## src/rtl/add_sub_pkg.sv

```systemverilog
// Shared types and constants for the serial adder/subtractor.
// Contents: FSM state encoding and the operation select constants.
// Combinational-only declarations; no timing or backpressure implications.
package add_sub_pkg;

  typedef enum logic [1:0] {
    IDLE = 2'd0,
    CALC = 2'd1,
    DONE = 2'd2
  } state_t;

  localparam logic OP_ADD = 1'b0;
  localparam logic OP_SUB = 1'b1;

endpackage

```

## src/rtl/fa_chunk.sv

```systemverilog
// CHUNK-bit ripple-carry adder assembled from per-bit full-adder cells.
// Ports: a, b, cin in; sum, cout, msb_cin (carry into the top bit) out.
// Purely combinational, zero cycles; no handshake.
module fa_chunk #(
  parameter int CHUNK = 4
) (
  input  logic [CHUNK-1:0] a,
  input  logic [CHUNK-1:0] b,
  input  logic             cin,
  output logic [CHUNK-1:0] sum,
  output logic             cout,
  output logic             msb_cin
);

  // One full-adder cell: returns {carry_out, sum}.
  function automatic logic [1:0] full_add(input logic x, input logic y, input logic ci);
    return {(x & y) | (ci & (x ^ y)), x ^ y ^ ci};
  endfunction

  // The carry chain lives inside a single process so the ripple is
  // evaluated in bit order rather than as a feedback loop on one vector.
  logic [CHUNK:0] c;

  always_comb begin
    c      = '0;
    sum    = '0;
    c[0]   = cin;
    for (int i = 0; i < CHUNK; i++) begin
      {c[i+1], sum[i]} = full_add(a[i], b[i], c[i]);
    end
  end

  assign cout    = c[CHUNK];
  assign msb_cin = c[CHUNK-1];

endmodule

```

## src/rtl/add_sub_serial.sv

```systemverilog
// Multi-cycle two's-complement add/sub, CHUNK bits per clock with a registered carry.
// Latency: result valid N=WIDTH/CHUNK cycles after acceptance; N+2 cycles per op.
// Backpressure: single request in flight; result held in DONE until i_ready.
// Ports: i_clk, i_rst (sync, active-high), i_valid/o_ready request side with
// i_a, i_b, i_sub; o_valid/i_ready result side with o_sum, o_cout, and o_ovf
// when ADD_SUB_SERIAL_OVF_EN is defined. WIDTH must be a multiple of CHUNK.
module add_sub_serial
  import add_sub_pkg::*;
#(
  parameter int WIDTH = 16,
  parameter int CHUNK = 4
) (
  input  logic             i_clk,
  input  logic             i_rst,
  input  logic             i_valid,
  output logic             o_ready,
  input  logic [WIDTH-1:0] i_a,
  input  logic [WIDTH-1:0] i_b,
  input  logic             i_sub,
  output logic             o_valid,
  input  logic             i_ready,
  output logic [WIDTH-1:0] o_sum,
  output logic             o_cout
`ifdef ADD_SUB_SERIAL_OVF_EN
  ,
  output logic             o_ovf
`endif
);

  localparam int N  = WIDTH / CHUNK;
  localparam int KW = (N > 1) ? $clog2(N) : 1;
  localparam logic [KW-1:0] K_LAST = KW'(N - 1);

  state_t           state_q, state_d;
  logic [KW-1:0]    k_q;
  logic             carry_q;
  logic [WIDTH-1:0] a_q, b_q;
  logic             sub_q;

  logic [CHUNK-1:0] a_sl, b_sl, sum_sl;
  logic             cout_sl, msb_cin_sl;
  logic             accept, xfer, last;

  // Handshake outputs decode the state register only.
  assign o_ready = (state_q == IDLE);
  assign o_valid = (state_q == DONE);
  assign accept  = i_valid & o_ready;
  assign xfer    = o_valid & i_ready;
  assign last    = (k_q == K_LAST);

  // Select slice k; B is inverted for subtract, the +1 comes from the
  // carry register being preset to 1 at acceptance.
  always_comb begin
    a_sl = '0;
    b_sl = '0;
    for (int i = 0; i < N; i++) begin
      if (k_q == KW'(i)) begin
        a_sl = a_q[i*CHUNK +: CHUNK];
        b_sl = b_q[i*CHUNK +: CHUNK] ^ {CHUNK{sub_q == OP_SUB}};
      end
    end
  end

  fa_chunk #(.CHUNK(CHUNK)) u_fa_chunk (
    .a       (a_sl),
    .b       (b_sl),
    .cin     (carry_q),
    .sum     (sum_sl),
    .cout    (cout_sl),
    .msb_cin (msb_cin_sl)
  );

  // FSM state register.
  always_ff @(posedge i_clk) begin
    if (i_rst) state_q <= IDLE;
    else       state_q <= state_d;
  end

  // FSM next-state.
  always_comb begin
    state_d = state_q;
    case (state_q)
      IDLE:    if (accept) state_d = CALC;
      CALC:    if (last)   state_d = DONE;
      DONE:    if (xfer)   state_d = IDLE;
      default:             state_d = IDLE;
    endcase
  end

  // Datapath. o_sum is only written slice-by-slice in CALC, so the previous
  // result stays visible through DONE and IDLE until the next first slice.
  always_ff @(posedge i_clk) begin
    if (i_rst) begin
      k_q     <= '0;
      carry_q <= 1'b0;
      a_q     <= '0;
      b_q     <= '0;
      sub_q   <= OP_ADD;
      o_sum   <= '0;
      o_cout  <= 1'b0;
`ifdef ADD_SUB_SERIAL_OVF_EN
      o_ovf   <= 1'b0;
`endif
    end else begin
      case (state_q)
        IDLE: begin
          if (accept) begin
            a_q     <= i_a;
            b_q     <= i_b;
            sub_q   <= i_sub;
            k_q     <= '0;
            carry_q <= (i_sub == OP_SUB);
          end
        end
        CALC: begin
          for (int i = 0; i < N; i++) begin
            if (k_q == KW'(i)) o_sum[i*CHUNK +: CHUNK] <= sum_sl;
          end
          carry_q <= cout_sl;
          k_q     <= k_q + KW'(1);
          if (last) begin
            o_cout <= cout_sl;
`ifdef ADD_SUB_SERIAL_OVF_EN
            // Signed overflow: carry into the sign bit differs from carry out.
            o_ovf  <= msb_cin_sl ^ cout_sl;
`endif
          end
        end
        default: ;
      endcase
    end
  end

  // The MSB carry-in tap must be consistent with the chunk carry-out.
  a_msb_carry : assert property (@(posedge i_clk) disable iff (i_rst)
    (state_q == CALC) |->
      (cout_sl == ((a_sl[CHUNK-1] & b_sl[CHUNK-1]) |
                   (msb_cin_sl & (a_sl[CHUNK-1] ^ b_sl[CHUNK-1])))));

endmodule

```

## config.mk

```make
export PLATFORM = sky130hd
export DESIGN_NAME = add_sub_serial
export DESIGN_NICKNAME = d
export VERILOG_FILES = /design/src/rtl/add_sub_pkg.sv /design/src/rtl/fa_chunk.sv /design/src/rtl/add_sub_serial.sv
export SDC_FILE = /design/constraint.sdc
export NUM_CORES = 1
export LEC_CHECK = 0
export ABC_AREA = 1
export CAP_MARGIN = 0
export CORE_MARGIN = 5
export CORE_UTILIZATION = 65
export CTS_CLUSTER_SIZE = 16
export DETAILED_ROUTE_END_ITERATION = 8
export DONT_BUFFER_PORTS = 1
export PLACE_DENSITY = 0.81
export SYNTH_ARGS = -nofsm -noshare
export SYNTH_HDL_FRONTEND = slang
export SYNTH_SLANG_ARGS = --single-unit
```

## constraint.sdc

```tcl
create_clock -name i_clk -period 5.6 [get_ports i_clk]
set_input_delay 1.12 -clock i_clk [delete_from_list [all_inputs] [get_ports i_clk]]
set_output_delay 1.12 -clock i_clk [all_outputs]
set_load 0.03 [all_outputs]
```

==> impl_metrics.env <==
export IMPL_track_usage_pct=20.7
export IMPL_io_pins=56
export IMPL_finClkSkew_ps=10.6
export IMPL_worst_endpoint_required_ps=5840
export IMPL_antenna_cells=0
export IMPL_p_switching_mw=0.243
export IMPL_io_buffers=0
export IMPL_clock_power_share_pct=27.9
export IMPL_crit_fanout=14
export IMPL_criticalPathCategory="reg2reg"
export IMPL_crit_arrival_ps=3870
export IMPL_combinationalPowerShare_pct=17.1
export IMPL_place_worst_setup_slack_ps=2050
export IMPL_core_region_area_sq_um=3940
export IMPL_drt_pass1_iter_count=4
export IMPL_first_iter_violations=172
export IMPL_gp_congestion=0.875
export IMPL_timing_rr_start="k_q[0]"
export IMPL_critPathBufInv=2
export IMPL_drive_gt1_share_pct=4.35
export IMPL_cp_slowest_cell="fa_1"
export IMPL_fmax_mhz=275
export IMPL_outcome="completed"
export IMPL_die_h_um=73.2
export IMPL_routed_wl_mm=5.31
export IMPL_yosys_top_cells_count="nand2_1, dfxtp_1, nor2_1"
export IMPL_hold_path_end="b_q[1]"
export IMPL_max_stage_delay_ps=580
export IMPL_nets=389
export IMPL_grt_pass1_vias=2045
export IMPL_cp_cell_sequence="inv_1, ha_1, inv_1, o21ai_0, o21ai_1, fa_1, fa_1, fa_1, fa_1, nand3_1, a21oi_1"
export IMPL_finalSetupTns_ps=0
export IMPL_synthFlopType="dfxtp_1"
export IMPL_htreeDepth=2
export IMPL_netlist_area_sq_um=2600
export IMPL_grt_pass1_wl_mm=8.88
export IMPL_grt_remaining_overflow=0
export IMPL_ys_top_cells_by_area="dfxtp_1, nand2_1, a21oi_1"
export IMPL_drc=0
export IMPL_crit_path_end_kind="flip-flop"
export IMPL_grt_max_degree=48
export IMPL_area_growth_pct=0.578
export IMPL_hold_path_startpoint="b_q[1]"
export IMPL_critical_path_most_common_cell="fa_1"
export IMPL_cts_reportedPaths_clkPinSlew_ps=100
export IMPL_finalWorstSetupSlack_ps=1970
export IMPL_r2r_end="o_sum[11]"
export IMPL_synth_most_common_cell="nand2_1"
export IMPL_cts_setup_buffers=0
export IMPL_drv_cap=0
export IMPL_syn_area_per_cell_sq_um=7.26
export IMPL_cts_sinks=55
export IMPL_peakVddDrop_mv=0.166
export IMPL_cts_tree="yes"
export IMPL_start_kind="flip-flop"
export IMPL_crit_family="adder cells"
export IMPL_async_flop_share_pct=0
export IMPL_min_period_ps=3630
export IMPL_worstHoldPathType="reg2reg"
export IMPL_fillCellCount=362
export IMPL_antenna_found_initial=0
export IMPL_period_share_pct=64.8
export IMPL_ys_seq_area_share_pct=42.4
export IMPL_synth_top_area_share_pct=42.4
export IMPL_hold_viol=0
export IMPL_slew_headroom_pct=46.2
export IMPL_switching_share_pct=30.0
export IMPL_p_leak_nw=1.06
export IMPL_ys_types=23
export IMPL_viasPerCell=5.52
export IMPL_clock_path_buffers=2
export IMPL_cts_buffers=5
export IMPL_cts_resized=0
export IMPL_rsz0062_at_grt="no"
export IMPL_power_frac_seq_pct=55.0
export IMPL_dp_hpwl_mm=3.90
export IMPL_intPower_mw=0.568
export IMPL_drv_slew=0
export IMPL_worst_pin_slew_ps=806
export IMPL_std_cell_rows=23
export IMPL_synth_edf_count=0
export IMPL_yosys_area_top_type="dfxtp_1"
export IMPL_whs_path_depth=2
export IMPL_vias=2181
export IMPL_ys_ff_latch=55
export IMPL_hold_buffers=0
export IMPL_synthCells=358
export IMPL_yosys_warnings=0
export IMPL_power_density_nw_per_um2=311
export IMPL_holdWs_ps=484
export IMPL_wl_per_cell_um=13.4
export IMPL_die_area_sq_um=5360
export IMPL_rr_worst_depth=11
export IMPL_clock_latency_ps=310
export IMPL_ant_nets=0
export IMPL_die_w_um=73.2
export IMPL_syn_nets=403
export IMPL_setup_violations_final=0
export IMPL_root_buffer="clkbuf_8"
export IMPL_initial_utilization_pct=65.9
export IMPL_r2r_slack_ps=1970
[tightest hold or removal path, cell delays in order (launching register included)]
cell and delay [ps]:
dfxtp_1 320, inv_1 70, a21oi_1 60
[registers in the layout (all words and copies together), names as in the netlist]
name / count
carry_q: 1
b_q: 16
k_q: 2
a_q: 16
state_q: 2
o_sum: 16
o_cout: 1
sub_q: 1
[per-layer routing]
layer / share of wire, % / track usage (%)
met2: 48 / 34.0
met4: 0.72 / 4.71
met1: 45 / 27.4
met3: 7.1 / 4.96
met5: 0 / 0
[placed cells by master, fill, tap and decap left out, drive strengths merged]
| cell | n |
|---|---|
| nand2 | 75 |
| dfxtp | 55 |
| nor2 | 47 |
| a21oi | 42 |
| o21ai | 42 |
| nand3 | 35 |
| inv | 28 |
| clkbuf | 6 |
| fa | 4 |
| ha | 4 |
| and2 | 2 |
| a21o | 2 |
| o211ai | 1 |
| clkinv | 1 |
| clkinvlp | 1 |
[stage by stage]
step	util (%)	instance area, sq um	cells	total power, mW
6_report	66.3	2610	395	0.812
2_1_floorplan	-	2600	358	0.574
4_1_cts	66.3	2610	395	0.816
5_1_grt	66.3	2610	395	0.855
3_3_place_gp	63.8	2510	387	0.591
3_5_place_dp	63.8	2510	387	0.595
[cell type report]
cell class / count / area [sq um] / share of cell area [%]
Multi-Input combinational cell: 254 / 1240 / 47.6
Sequential cell: 55 / 1100 / 42.1
Inverter: 28 / 108 / 4.12
Clock buffer: 6 / 82.6 / 3.16
Tap cell: 50 / 62.6 / 2.39
Clock inverter: 2 / 16.3 / 0.623
[power by group through the flow]
stage	logic [mW]	clock network, mW	registers [mW]
after global placement	0.135	0	0.455
final	0.138	0.226	0.447
after global routing	0.160	0.244	0.451
after detailed placement	0.139	0	0.456
after floorplan	0.125	0	0.448
after CTS	0.139	0.230	0.447
[worst max path at each step]
stage | from | to | slack, ps | depth (start not counted)
final | k_q[0] | o_sum[11] | 1970 | 11
after global routing | sub_q | o_sum[11] | 1710 | 13
after CTS | k_q[0] | o_sum[11] | 2030 | 11
after detailed placement | k_q[0] | o_sum[11] | 2050 | 11
after global placement | sub_q | o_sum[11] | 2160 | 13
after floorplan | k_q[0] | o_sum[3] | 2590 | 14
[cell families after synthesis]
group | share of synthesized area [%]
buffers and inverters | 9.78
adders and majority gates | 5.01
DFF | 42.4
and+or+nand+nor | 25.6
AOI/OAI and AO/OA | 17.2
Power figures use the tool's default switching activity.
